### config.mk
export PLATFORM = sky130hd
export DESIGN_NAME = bma_ctr_seq
export DESIGN_NICKNAME = d
export VERILOG_FILES = /design/src/rtl/bma_ctr_seq.sv
export SDC_FILE = /design/constraint.sdc
export NUM_CORES = 1
export LEC_CHECK = 0
export CAP_MARGIN = 15
export CORE_MARGIN = 2
export CORE_UTILIZATION = 40
export CTS_BUF_LIST = sky130_fd_sc_hd__clkbuf_4 sky130_fd_sc_hd__clkbuf_8
export CTS_CLUSTER_SIZE = 12
export DETAILED_ROUTE_END_ITERATION = 10
export PLACE_DENSITY = 0.66
export SKIP_LAST_GASP = 1
export SLEW_MARGIN = 40
export SYNTH_ARGS = -nofsm -noshare
export SYNTH_HDL_FRONTEND = slang
export SYNTH_SLANG_ARGS = --single-unit
### constraint.sdc
create_clock -name clk -period 5.7 [get_ports clk]
set_clock_uncertainty 0.1 [all_clocks]
set_input_delay 0.855 -clock clk [delete_from_list [all_inputs] [get_ports clk]]
set_output_delay 0.855 -clock clk [all_outputs]
set_load 0.005 [all_outputs]
### src/rtl/bma_ctr_seq.sv
// Control sequencer for the block-matching array: IDLE -> INIT (memory preload) -> RUN (load/fill/PE sweep).
// Latency: all outputs registered; decoded from state, counters and en_init sampled at the same edge.
// Backpressure: with BMA_CTR_STALL_EN, stall freezes RUN progress; en_init always overrides stall.
module bma_ctr_seq #(
    parameter int WORD_WIDTH     = 8,
    parameter int LANES          = 4,
    parameter int LOAD_CYCLES    = 4,
    parameter int FILL_CYCLES    = 6,
    parameter int PE_COLS        = 14,
    parameter int CW_WIDTH       = 4,
    parameter int INIT_HOLD      = 6,
    parameter int MEM20_INIT_IDX = 5,
    parameter int MEM20_OFFSET   = 1,
    parameter int BLK_W          = 16
) (
    input  logic                        clk,
    input  logic                        rst_n,
    input  logic                        en_init,
    input  logic                        stall,
    input  logic [BLK_W-1:0]            cfg_blocks,
    input  logic [WORD_WIDTH*LANES-1:0] input_raw,
    output logic [WORD_WIDTH*LANES-1:0] input_raw_saved,
    output logic [CW_WIDTH-1:0]         ctr_word,
    output logic                        mem19198_en_input,
    output logic                        mem448_en_input,
    output logic                        mem20_en_input,
    output logic                        mem_init_mode,
    output logic                        en_pe,
    output logic                        busy,
    output logic                        period_done,
    output logic                        done
);

    localparam int P  = LOAD_CYCLES + FILL_CYCLES + PE_COLS;
    localparam int PW = $clog2(P);
    localparam int IW = $clog2(INIT_HOLD + 1);

    localparam logic [PW-1:0]       PH_FILL = PW'(LOAD_CYCLES);
    localparam logic [PW-1:0]       PH_M20  = PW'(LOAD_CYCLES + MEM20_OFFSET);
    localparam logic [PW-1:0]       PH_PE   = PW'(LOAD_CYCLES + FILL_CYCLES);
    localparam logic [PW-1:0]       PH_LAST = PW'(P - 1);
    localparam logic [IW-1:0]       IC_HOLD = IW'(INIT_HOLD);
    localparam logic [IW-1:0]       IC_M20  = IW'(MEM20_INIT_IDX);
    localparam logic [CW_WIDTH-1:0] CW_ONES = '1;

    typedef enum logic [1:0] {IDLE, INIT, RUN} state_t;

    state_t              state, state_nxt;
    logic [PW-1:0]       phase, phase_nxt;
    logic [IW-1:0]       init_cnt, init_cnt_nxt;
    logic [BLK_W-1:0]    blk_cnt, blk_cnt_nxt, cfg_blk, cfg_blk_nxt;
    logic                first0, first0_nxt, first1, first1_nxt;
    logic [CW_WIDTH-1:0] ctr_word_nxt;
    logic                m19_nxt, m448_nxt, m20_nxt, init_mode_nxt, en_pe_nxt;
    logic                busy_nxt, period_done_nxt, done_nxt;
    logic                init_dec;
    logic [IW-1:0]       icnt;
    logic [BLK_W-1:0]    blk_inc;
    logic                last_blk;
    logic [PW-1:0]       pe_k;
    logic                hold;

`ifdef BMA_CTR_STALL_EN
    assign hold = stall;
`else
    logic unused_stall;
    assign unused_stall = stall;
    assign hold = 1'b0;
`endif

    assign blk_inc  = blk_cnt + BLK_W'(1);
    assign last_blk = (cfg_blk != '0) && (blk_inc == cfg_blk);
    assign pe_k     = phase - PH_PE + PW'(1);

    // Next-state and output decode; the INIT pattern is shared by INIT and a RUN abort.
    always_comb begin
        state_nxt       = state;
        phase_nxt       = phase;
        init_cnt_nxt    = init_cnt;
        blk_cnt_nxt     = blk_cnt;
        cfg_blk_nxt     = cfg_blk;
        first0_nxt      = first0;
        first1_nxt      = first1;
        ctr_word_nxt    = '0;
        m19_nxt         = 1'b0;
        m448_nxt        = 1'b0;
        m20_nxt         = 1'b0;
        init_mode_nxt   = 1'b0;
        en_pe_nxt       = 1'b0;
        period_done_nxt = 1'b0;
        done_nxt        = 1'b0;
        busy_nxt        = (state != IDLE);
        init_dec        = 1'b0;
        icnt            = '0;
        case (state)
            IDLE: begin
                if (en_init) begin
                    state_nxt    = INIT;
                    init_cnt_nxt = '0;
                end
            end
            INIT: begin
                if (en_init) begin
                    init_dec = 1'b1;
                    icnt     = init_cnt;
                end else begin
                    state_nxt    = RUN;
                    phase_nxt    = '0;
                    first0_nxt   = 1'b1;
                    first1_nxt   = 1'b1;
                    blk_cnt_nxt  = '0;
                    cfg_blk_nxt  = cfg_blocks;
                    init_cnt_nxt = '0;
                end
            end
            RUN: begin
                if (en_init) begin
                    // Abort: this cycle already shows the init_cnt=0 pattern.
                    state_nxt = INIT;
                    init_dec  = 1'b1;
                    icnt      = '0;
                    done_nxt  = (phase == PH_LAST) && last_blk;
                end else if (hold) begin
                    init_mode_nxt = mem_init_mode;
                end else begin
                    if (phase < PH_FILL) begin
                        m448_nxt = 1'b1;
                        if (phase == '0) begin
                            first0_nxt = 1'b0;
                            if (first0) begin
                                init_mode_nxt = 1'b1;
                            end else begin
                                ctr_word_nxt = CW_ONES;
                                en_pe_nxt    = 1'b1;
                            end
                        end else if (phase == PW'(1)) begin
                            first1_nxt = 1'b0;
                            en_pe_nxt  = !first1;
                        end
                    end else if (phase < PH_PE) begin
                        m19_nxt = 1'b1;
                        m20_nxt = (phase == PH_M20);
                    end else begin
                        ctr_word_nxt = CW_WIDTH'(pe_k);
                        en_pe_nxt    = 1'b1;
                        m19_nxt      = (phase != PH_LAST);
                    end
                    if (phase == PH_LAST) begin
                        phase_nxt       = '0;
                        period_done_nxt = 1'b1;
                        blk_cnt_nxt     = blk_inc;
                        if (last_blk) begin
                            done_nxt  = 1'b1;
                            state_nxt = IDLE;
                        end
                    end else begin
                        phase_nxt = phase + PW'(1);
                    end
                end
            end
            default: state_nxt = IDLE;
        endcase
        if (init_dec) begin
            m19_nxt       = 1'b1;
            init_mode_nxt = 1'b1;
            en_pe_nxt     = (icnt <= IW'(1));
            ctr_word_nxt  = (icnt == '0) ? CW_ONES : '0;
            m20_nxt       = (icnt == IC_M20);
            init_cnt_nxt  = (icnt >= IC_HOLD) ? icnt : icnt + IW'(1);
        end
    end

    // State, counters and registered outputs with synchronous active-low reset.
    always_ff @(posedge clk) begin
        if (!rst_n) begin
            state             <= IDLE;
            phase             <= '0;
            init_cnt          <= '0;
            blk_cnt           <= '0;
            cfg_blk           <= '0;
            first0            <= 1'b0;
            first1            <= 1'b0;
            input_raw_saved   <= '0;
            ctr_word          <= '0;
            mem19198_en_input <= 1'b0;
            mem448_en_input   <= 1'b0;
            mem20_en_input    <= 1'b0;
            mem_init_mode     <= 1'b0;
            en_pe             <= 1'b0;
            busy              <= 1'b0;
            period_done       <= 1'b0;
            done              <= 1'b0;
        end else begin
            state             <= state_nxt;
            phase             <= phase_nxt;
            init_cnt          <= init_cnt_nxt;
            blk_cnt           <= blk_cnt_nxt;
            cfg_blk           <= cfg_blk_nxt;
            first0            <= first0_nxt;
            first1            <= first1_nxt;
            input_raw_saved   <= input_raw;
            ctr_word          <= ctr_word_nxt;
            mem19198_en_input <= m19_nxt;
            mem448_en_input   <= m448_nxt;
            mem20_en_input    <= m20_nxt;
            mem_init_mode     <= init_mode_nxt;
            en_pe             <= en_pe_nxt;
            busy              <= busy_nxt;
            period_done       <= period_done_nxt;
            done              <= done_nxt;
        end
    end

endmodule

==> results, run 1 <==
- The run finished with clean final reports.
- The fraction of registers with async set/reset is 0%.
- The total non-filler cell area in the finished layout is 5430 um^2.
- In this run the post-CTS setup repair buffer count came out at 0.
- The analysis attributes to cell leakage a power of 2.05 nW.
- The count of mapped cells out of synthesis is 486.
- The endpoint arrival time on the critical path is 3480 ps.
- The setup path with the least slack is of type in2reg.
- The capture instance of the worst register-to-register path is state[1].
- Global routing used 19.2% of the available tracks across all layers.
- The first global-routing pass estimated 17,400 um of wire.
- The full die area is 11,400 um^2.
- Buffers placed on the I/O ports in this run total 94.
- Of the available clock period, the critical path in the final layout requires 58.2%.
- The flop-to-flop setup slack is 2620 ps.
- The clock tree synthesis step divided the H-tree into 3 levels.
- The number of gates resized after CTS is 0.
- The number of synthesized flops with an enable pin is 0.
- When the netlist entered floorplanning its net count stood at 551.
- The multi-input gate area in the final layout is 2250 um^2.
- After floorplanning, the core was divided into 37 placement rows.
- Leaving out fill and tap cells, the most frequent cell in the layout is sky130_fd_sc_hd__clkdlybuf4s50_1.
- Counting flops and latches in the post-synthesis netlist gives 88.
- Once placement finished, the instance area stood at 5180 um^2.
- The number of buffers added by the clock tree synthesis step is 9.
- The critical path goes through clkdlybuf4s50_1 > nor2b_1 > nand3_1 > inv_1 > and2_1 > o21ai_0 > o31ai_1.
- The prevailing post-synth register cell is sky130_fd_sc_hd__dfxtp_1.
- The via count of the first global-routing pass is 3,554.
- The measured slew at the worst slew-check pin is 841 ps.
- The worst path required time is 5860 ps.
- In the routed layout, each cell is associated on average with a via count of 5.24.
- The number of top-level pins is 96.
- The core area is 10,300 um^2.
- Setup violations remaining at the end of the flow were counted as 0.
- The initial antenna violation count is 0.
- The number of failing hold endpoints at the final stage is 0.
- In this run the power density over the cells is 251 nW/um^2.
- After routing, the total negative slack on setup checks comes to 0 ps.
- The total standard cell area after synthesis is 4210 um^2.
- For this design, the slowest cell found on the critical path is sky130_fd_sc_hd__nand3_1.
- The worst slew slack as a fraction of its limit is 43.7%.
- The library cells used most frequently in the layout, excluding fill and tap cells, are 93 x sky130_fd_sc_hd__clkdlybuf4s50_1, 88 x sky130_fd_sc_hd__dfxtp_1, 61 x sky130_fd_sc_hd__nand2_1, 41 x sky130_fd_sc_hd__and2_1.
- The overall via count from detail_route is 3,687.
- The average wire length per cell after detail routing is 14.9 um.
- The final net count is 629.
- The layout-stage area growth over the synthesis result is 28.9%.
- Across the VDD grid, the largest voltage drop is 134 uV.
- Clock-pin slew was measured on the worst setup and hold paths at 90 ps.
- The antenna cell count is 0.
- The number of cells traversed by the worst register-to-register path is 8.
- Max-cap violations in this run came to 0.
- For this run the aggregate overflow at the end of global routing stands at 0.
- The min-delay analysis places its worst path in the category reg2reg.
- The count of hold-fix buffers inserted at cts is 0.
- The total wire length is 10,500 um.
- The Yosys step of the flow raised 0 warnings.
- The critical path starts at en_init.
- The x dimension of the die is 107 um.
- The cell accounting for the most synthesized area is sky130_fd_sc_hd__dfxtp_1.
- The final critical-path required period is 3320 ps.
- The final cell utilization of the core is 52.8%.
- The share of synthesized area occupied by flip-flops and latches is 41.8%.
- The number of detailed-route iterations in the first pass is 4.
- The die is 107 um tall.
- In this run the critical register-to-register path is launched from blk_cnt[0].
- The pin count of the biggest net entering global routing is 76.
- The initial standard-cell utilization of the core is 41.0%.
- The number of max-slew violations in the final report is 0.
- The kind of capture point of the worst setup path is a flip-flop.
- The detail route stage leaves a number of antenna-violating nets equal to 0.
- The average cell area after synthesis is 8.66 um^2.
- The longest clock path from root to sink contains 2 buffers.
- The clock tree root driver cell is sky130_fd_sc_hd__clkbuf_8.
- Detailed placement ended at an HPWL of 7460 um.
- The detailed-route DRC error count is 0.
- The TritonCTS clock tree is yes.
- In the post-synthesis netlist, the biggest area contributors are sky130_fd_sc_hd__dfxtp_1 42%, sky130_fd_sc_hd__and2_1 6.1%, sky130_fd_sc_hd__nand2_1 5.4%.
- Setup repair after global routing left no endpoint under its margin.
- After synthesis, the largest area contributor takes up 41.8% of total cell area.
- The highest cell delay on the worst timing path is 710 ps.
- The distinct cell type count of the synthesized netlist is 57.
- The number of placed cells counting well taps is 689.
- The detailed router finished its first iteration with 138 violations.
- The type of element launching the critical path is an input port.
- The clock reaches the later pin of the worst-skew pair after 370 ps.
- The finished layout holds 704 standard cells, fillers aside.
- The maximum clock frequency is 301 MHz.
- The share of final-layout standard cells stronger than drive strength 1 is 5.11%.
- The count of fill cells added during filler insertion is 988.
- The congestion estimate from routability-driven global placement came to 0.885.
- In this run the worst path has a maximum fanout of 21.
- The capture point of the critical path is blk_cnt[12].
- Clock tree synthesis found a total of 88 sinks.
- Summing all flip-flop and latch instances after layout gives 1760 um^2.
worst min-delay path by stage:
stage	startpoint	cells past startpoint	slack, ps	end
2_1_floorplan	first1	2	350	first1
3_3_place_gp	first1	2	370	first1
3_5_place_dp	first1	2	380	first1
4_1_cts	first1	2	400	first1
5_1_grt	first1	2	420	first1
6_report	first1	2	400	first1
synth_stat cells (3+ instances only):
master,count
sky130_fd_sc_hd__a21oi_1,9
sky130_fd_sc_hd__a211oi_1,3
sky130_fd_sc_hd__xor2_1,11
sky130_fd_sc_hd__buf_6,4
sky130_fd_sc_hd__a21boi_0,23
sky130_fd_sc_hd__and3_1,5
sky130_fd_sc_hd__o21ai_0,27
sky130_fd_sc_hd__o31ai_1,10
sky130_fd_sc_hd__nor2_1,27
sky130_fd_sc_hd__nor3_1,8
sky130_fd_sc_hd__nand4_1,10
sky130_fd_sc_hd__nand3_1,16
sky130_fd_sc_hd__or2_2,3
sky130_fd_sc_hd__o21a_1,7
sky130_fd_sc_hd__xnor2_1,9
sky130_fd_sc_hd__nor4_1,5
sky130_fd_sc_hd__inv_1,13
sky130_fd_sc_hd__ha_1,13
sky130_fd_sc_hd__nand2_1,61
sky130_fd_sc_hd__clkbuf_1,20
sky130_fd_sc_hd__dfxtp_1,88
sky130_fd_sc_hd__a31oi_1,8
sky130_fd_sc_hd__nand2b_1,7
sky130_fd_sc_hd__a41oi_1,3
sky130_fd_sc_hd__o41ai_1,5
sky130_fd_sc_hd__buf_2,4
sky130_fd_sc_hd__nor2b_1,6
sky130_fd_sc_hd__and4_1,3
sky130_fd_sc_hd__and2_1,41
flip-flops by register name, indices dropped and copies added, names as in the netlist, 2 cells and up:
name,cells
blk_cnt,16
cfg_blk,16
ctr_word,4
init_cnt,3
input_raw_saved,32
phase,5
state,2
cells by family after synthesis:
family / Yosys count / share of synthesized area (%)
muxes: 2 / 0.476
adders and majority gates: 13 / 3.86
DFF: 88 / 41.8
AOI/OAI and AO/OA: 115 / 19.1
and+or+nand+nor: 206 / 25.9
buffers and inverters: 42 / 4.67
xor gates and xnor gates: 20 / 4.16
critical path: cells and delay by family:
kind	cells	cell delay, ps
simple gates	3	1390
buf+inv	2	1060
compound gates	2	160
per-layer routing:
layer / share of wire [%] / vias to the layer above / routed length (um) / global-route usage (%)
met5: 0 / - / 0 / 0
met4: 2.0 / 0 / 210 / 9.74
met3: 3.3 / 14 / 347 / 2.74
met2: 49 / 66 / 5100 / 31.6
met1: 46 / 1745 / 4800 / 24.5
li1: - / 1862 / - / -
cell type report:
cell class / count / share of cell area (%)
clock inverter: 6 / 2.17
multi-input combinational: 356 / 41.5
timing repair buffer: 96 / 17.5
clock buffer: 9 / 2.28
tap: 136 / 3.14
sequential: 88 / 32.5
inverter: 13 / 0.899
report_power, final:
group,internal (mW),leakage [nW],switching (mW)
Combinational,0.103,1.21,0.0795
Clock,0.293,0.117,0.232
Sequential,0.641,0.720,0.0156
Total,1.04,2.05,0.327
through the flow:
step / worst slack [ps] / total power [mW] / hold WS [ps]
6_report: 2380 / 1.36 / 399
5_1_grt: 2160 / 1.43 / 417
4_1_cts: 2430 / 1.38 / 399
3_5_place_dp: 2040 / 0.853 / 378
3_3_place_gp: 2140 / 0.850 / 368
2_1_floorplan: 3110 / 0.762 / 355
Note: power is estimated with default switching activity, not from simulation.
==> run 2, diff against run 1 <==
--- a/config.mk
+++ b/config.mk
@@ -11,7 +11,7 @@
 export CTS_BUF_LIST = sky130_fd_sc_hd__clkbuf_4 sky130_fd_sc_hd__clkbuf_8
 export CTS_CLUSTER_SIZE = 12
 export DETAILED_ROUTE_END_ITERATION = 10
-export PLACE_DENSITY = 0.66
+export PLACE_DENSITY = 0.69
 export SKIP_LAST_GASP = 1
 export SLEW_MARGIN = 40
 export SYNTH_ARGS = -nofsm -noshare
==> constraint.sdc (replaced) <==
create_clock -name clk -period 2.7 [get_ports clk]
set_clock_uncertainty 0.1 [all_clocks]
set_input_delay 0.405 -clock clk [delete_from_list [all_inputs] [get_ports clk]]
set_output_delay 0.405 -clock clk [all_outputs]
set_load 0.005 [all_outputs]
==> results, run 2 (same netlist as run 1, synthesis figures left out) <==
- The total power is 2.72 mW (+99%).
- The full die area is 11,400 um^2 (unchanged).
- The largest buffer count on any clock path is 2 (unchanged).
- The layout-stage area growth over the synthesis result is 33.6%.
- The final net count is 656 (+4.3%).
- The portion of total power attributed to combinational logic is 14.7% (+1.3 points).
- The instance area at placement is 5390 um^2 (+3.9%).
- The number of max-slew violations in the final report was 0 (unchanged).
- The endpoint arrival time on the critical path is 2740 ps (-740 ps).
- The x dimension of the die is 107 um (unchanged).
- The flow ran to the end, and the final reports show no timing, DRC or antenna violations.
- The wire length of the first global-routing pass was 17,600 um (+1.4%).
- The total power per unit cell area is 484 nW/um^2 (+92%).
- The count of input and output buffers came to 94 (unchanged).
- The number of gates resized after CTS is 0 (unchanged).
- The peak fanout along the critical path is 5 (-76%).
- The clock edge transition at the registers on the reported setup and hold paths was 90 ps (about the same).
- The weighted congestion at the end of routability-driven global placement came to 0.916 (+3.5%).
- The flip-flop count of the largest register, all copies and words added is 32 (unchanged).
- The overall via count from detail_route is 3,777 (+2.4%).
- The number of top-level pins came to 96 (unchanged).
- The total non-filler cell area in the finished layout is 5620 um^2 (+3.6%).
- The number of failing setup endpoints in the final timing report came to 0 (unchanged).
- The antenna cell count is 0 (unchanged).
- The detailed router's first-iteration violation count was 111 (-20%).
- Of the available clock period, the critical path in the final layout requires 93.9%.
- The pin count of the biggest net entering global routing is 53 (-30%).
- The measured slew at the worst slew-check pin is 514 ps (-327 ps).
- The share of total power consumed by net switching is 25.8% (+1.8 points).
- The final cell utilization of the core is 54.7% (+1.9 points).
- The worst slack on hold paths came to 375 ps (-24.0 ps).
- The number of placed cells counting well taps is 716 (+3.9%).
- The total number of H-tree levels is 3 (unchanged).
- The detailed-route DRC error count is 0 (unchanged).
- Counting flops per register, the top entry is input_raw_saved.
- The latest clock arrival within the worst-skew pair is 360 ps (about the same).
- The share of power burned in registers is 51.0% (+2.8 points).
- The worst path required time is 2900 ps (-2960 ps).
- The number of maximum-capacitance violations was 0 (unchanged).
- The part of the total power dissipated in the clock network is 34.4% (-4.1 points).
- The kind of capture point of the worst setup path is a flip-flop.
- The worst setup path is launched from a flip-flop.
- In the layout the commonest cells are 93 x sky130_fd_sc_hd__clkdlybuf4s50_1, 88 x sky130_fd_sc_hd__dfxtp_1, 61 x sky130_fd_sc_hd__nand2_1, 41 x sky130_fd_sc_hd__and2_1, 29 x sky130_fd_sc_hd__buf_4.
- The pre-CTS setup slack was 40.8 ps (-1990 ps).
- The number of failing hold endpoints at the final stage is 0 (unchanged).
- The largest registers in the layout are input_raw_saved (32), blk_cnt (16), cfg_blk (16).
- The most common cell after layout, fill and taps aside is sky130_fd_sc_hd__clkdlybuf4s50_1.
- The sum of net half-perimeters after detailed placement came to 8160 um (+9.3%).
- The worst-case setup margin in the final layout is 164 ps (-2220 ps).
- The average wire length per cell after detail routing came to 14.9 um (+0.47%).
- The via count of the first global-routing pass was 3,583 (+0.82%).
- TritonCTS built the clock tree.
- The count of clock tree sinks is 88 (unchanged).
- The number of detailed-route iterations in the first pass is 4 (unchanged).
- Subtracting the final worst setup slack from the clock period gives 2540 ps.
- The class of the tightest hold or removal check is in2reg.
- The share of final-layout standard cells stronger than drive strength 1 is 10.1% (+5.0 points).
- The number of nets still failing antenna checks after routing is 0 (unchanged).
- The number of standard cells in the layout, taps in and fillers out was 732 (+4.0%).
- Static timing analysis puts the maximum clock frequency at 394 MHz.
- The overall overflow remaining after global route is 0 (unchanged).
- The worst slew slack as a fraction of its limit is 64.8% (+21 points).
- The number of buffers added by the clock tree synthesis step is 9 (unchanged).
- The cell-internal power came to 2.02 mW (+95%).
- The total wire length is 10,900 um (+4.5%).
- The peak supply drop came to 304 uV (+130%).
- The reported leakage power is 2.19 nW (+6.6%).
- The global-route usage over all layers came to 19.4% (+0.25 points).
- The count of standard-cell rows was 37 (unchanged).
- The initial standard-cell utilization of the core is 41.0% (unchanged).
- The count of hold-fix buffers inserted at cts is 0 (unchanged).
- The core area is 10,300 um^2 (unchanged).
- Setup repair after global routing left no endpoint under its margin.
- The height of the chip is 107 um (unchanged).
- The post-CTS setup-driven buffer insertion count is 0 (unchanged).
- The net switching power is 0.701 mW (+110%).
- The initial antenna violation count is 0 (unchanged).
- The root buffer cell chosen for the clock tree is sky130_fd_sc_hd__clkbuf_8.
- The setup TNS after final layout came to 0 ps (unchanged).
- The detailed-route vias per instance was 5.16 (-1.5%).
- By startpoint and endpoint, the worst setup path is classified as reg2reg.
==> run 2: final timing paths <==
kind                               start     endpoint  slack [ps]  depth (start not counted)
worst max-delay path            phase[1]     state[1]         160                          8
worst min-delay path               rst_n  init_cnt[0]         380                          2
worst max register to register  phase[1]     state[1]         160                          8
worst min register to register    first1       first1         400                          2
==> run 2: layout make-up <==
cell class,instances,area (um^2)
fillers,983,4650
multi-input cells,356,2290
flip-flops and latches,88,1760
repair buffers,123,1150
well taps,136,170
clock buffers,10,131
clock inverters,6,67.6
inverters,13,48.8
==> run 2: routing by layer <==
layer	wire [um]	part of all wire (%)	GRT usage [%]	up-vias
met2	5360	49	32.2	86
met5	0	0	0	-
met1	4900	45	24.8	1763
li1	-	-	-	1909
met4	207	1.9	6.77	0
met3	459	4.2	4.44	19
==> run 2: power groups by stage <==
stage               Sequential, mW  Combinational (mW)  Clock (mW)
finish                        1.39               0.398       0.934
global route                  1.39               0.434        1.02
global placement              1.41               0.388           0
detailed placement            1.42               0.393           0
CTS                           1.39               0.396       0.964
floorplan                     1.41               0.195           0
==> run 2: worst max-delay path: stages, from the launching register on <==
cell	delay, ps
sky130_fd_sc_hd__dfxtp_1	410
sky130_fd_sc_hd__ha_1	220
sky130_fd_sc_hd__and4b_1	260
sky130_fd_sc_hd__nand3_1	140
sky130_fd_sc_hd__a2111oi_1	440
sky130_fd_sc_hd__o2111ai_1	280
sky130_fd_sc_hd__a2111oi_4	360
sky130_fd_sc_hd__or3_1	160
sky130_fd_sc_hd__o211a_1	130
==> run 3, diff against run 2 <==
--- a/config.mk
+++ b/config.mk
@@ -5,7 +5,7 @@
 export SDC_FILE = /design/constraint.sdc
 export NUM_CORES = 1
 export LEC_CHECK = 0
-export CAP_MARGIN = 15
+export CAP_MARGIN = 30
 export CORE_MARGIN = 2
 export CORE_UTILIZATION = 40
 export CTS_BUF_LIST = sky130_fd_sc_hd__clkbuf_4 sky130_fd_sc_hd__clkbuf_8
@@ -17,3 +17,4 @@
 export SYNTH_ARGS = -nofsm -noshare
 export SYNTH_HDL_FRONTEND = slang
 export SYNTH_SLANG_ARGS = --single-unit
+export TNS_END_PERCENT = 5
==> results of run 3 <==
No change in the layout: final DEF, timing and power equal those of run 2.
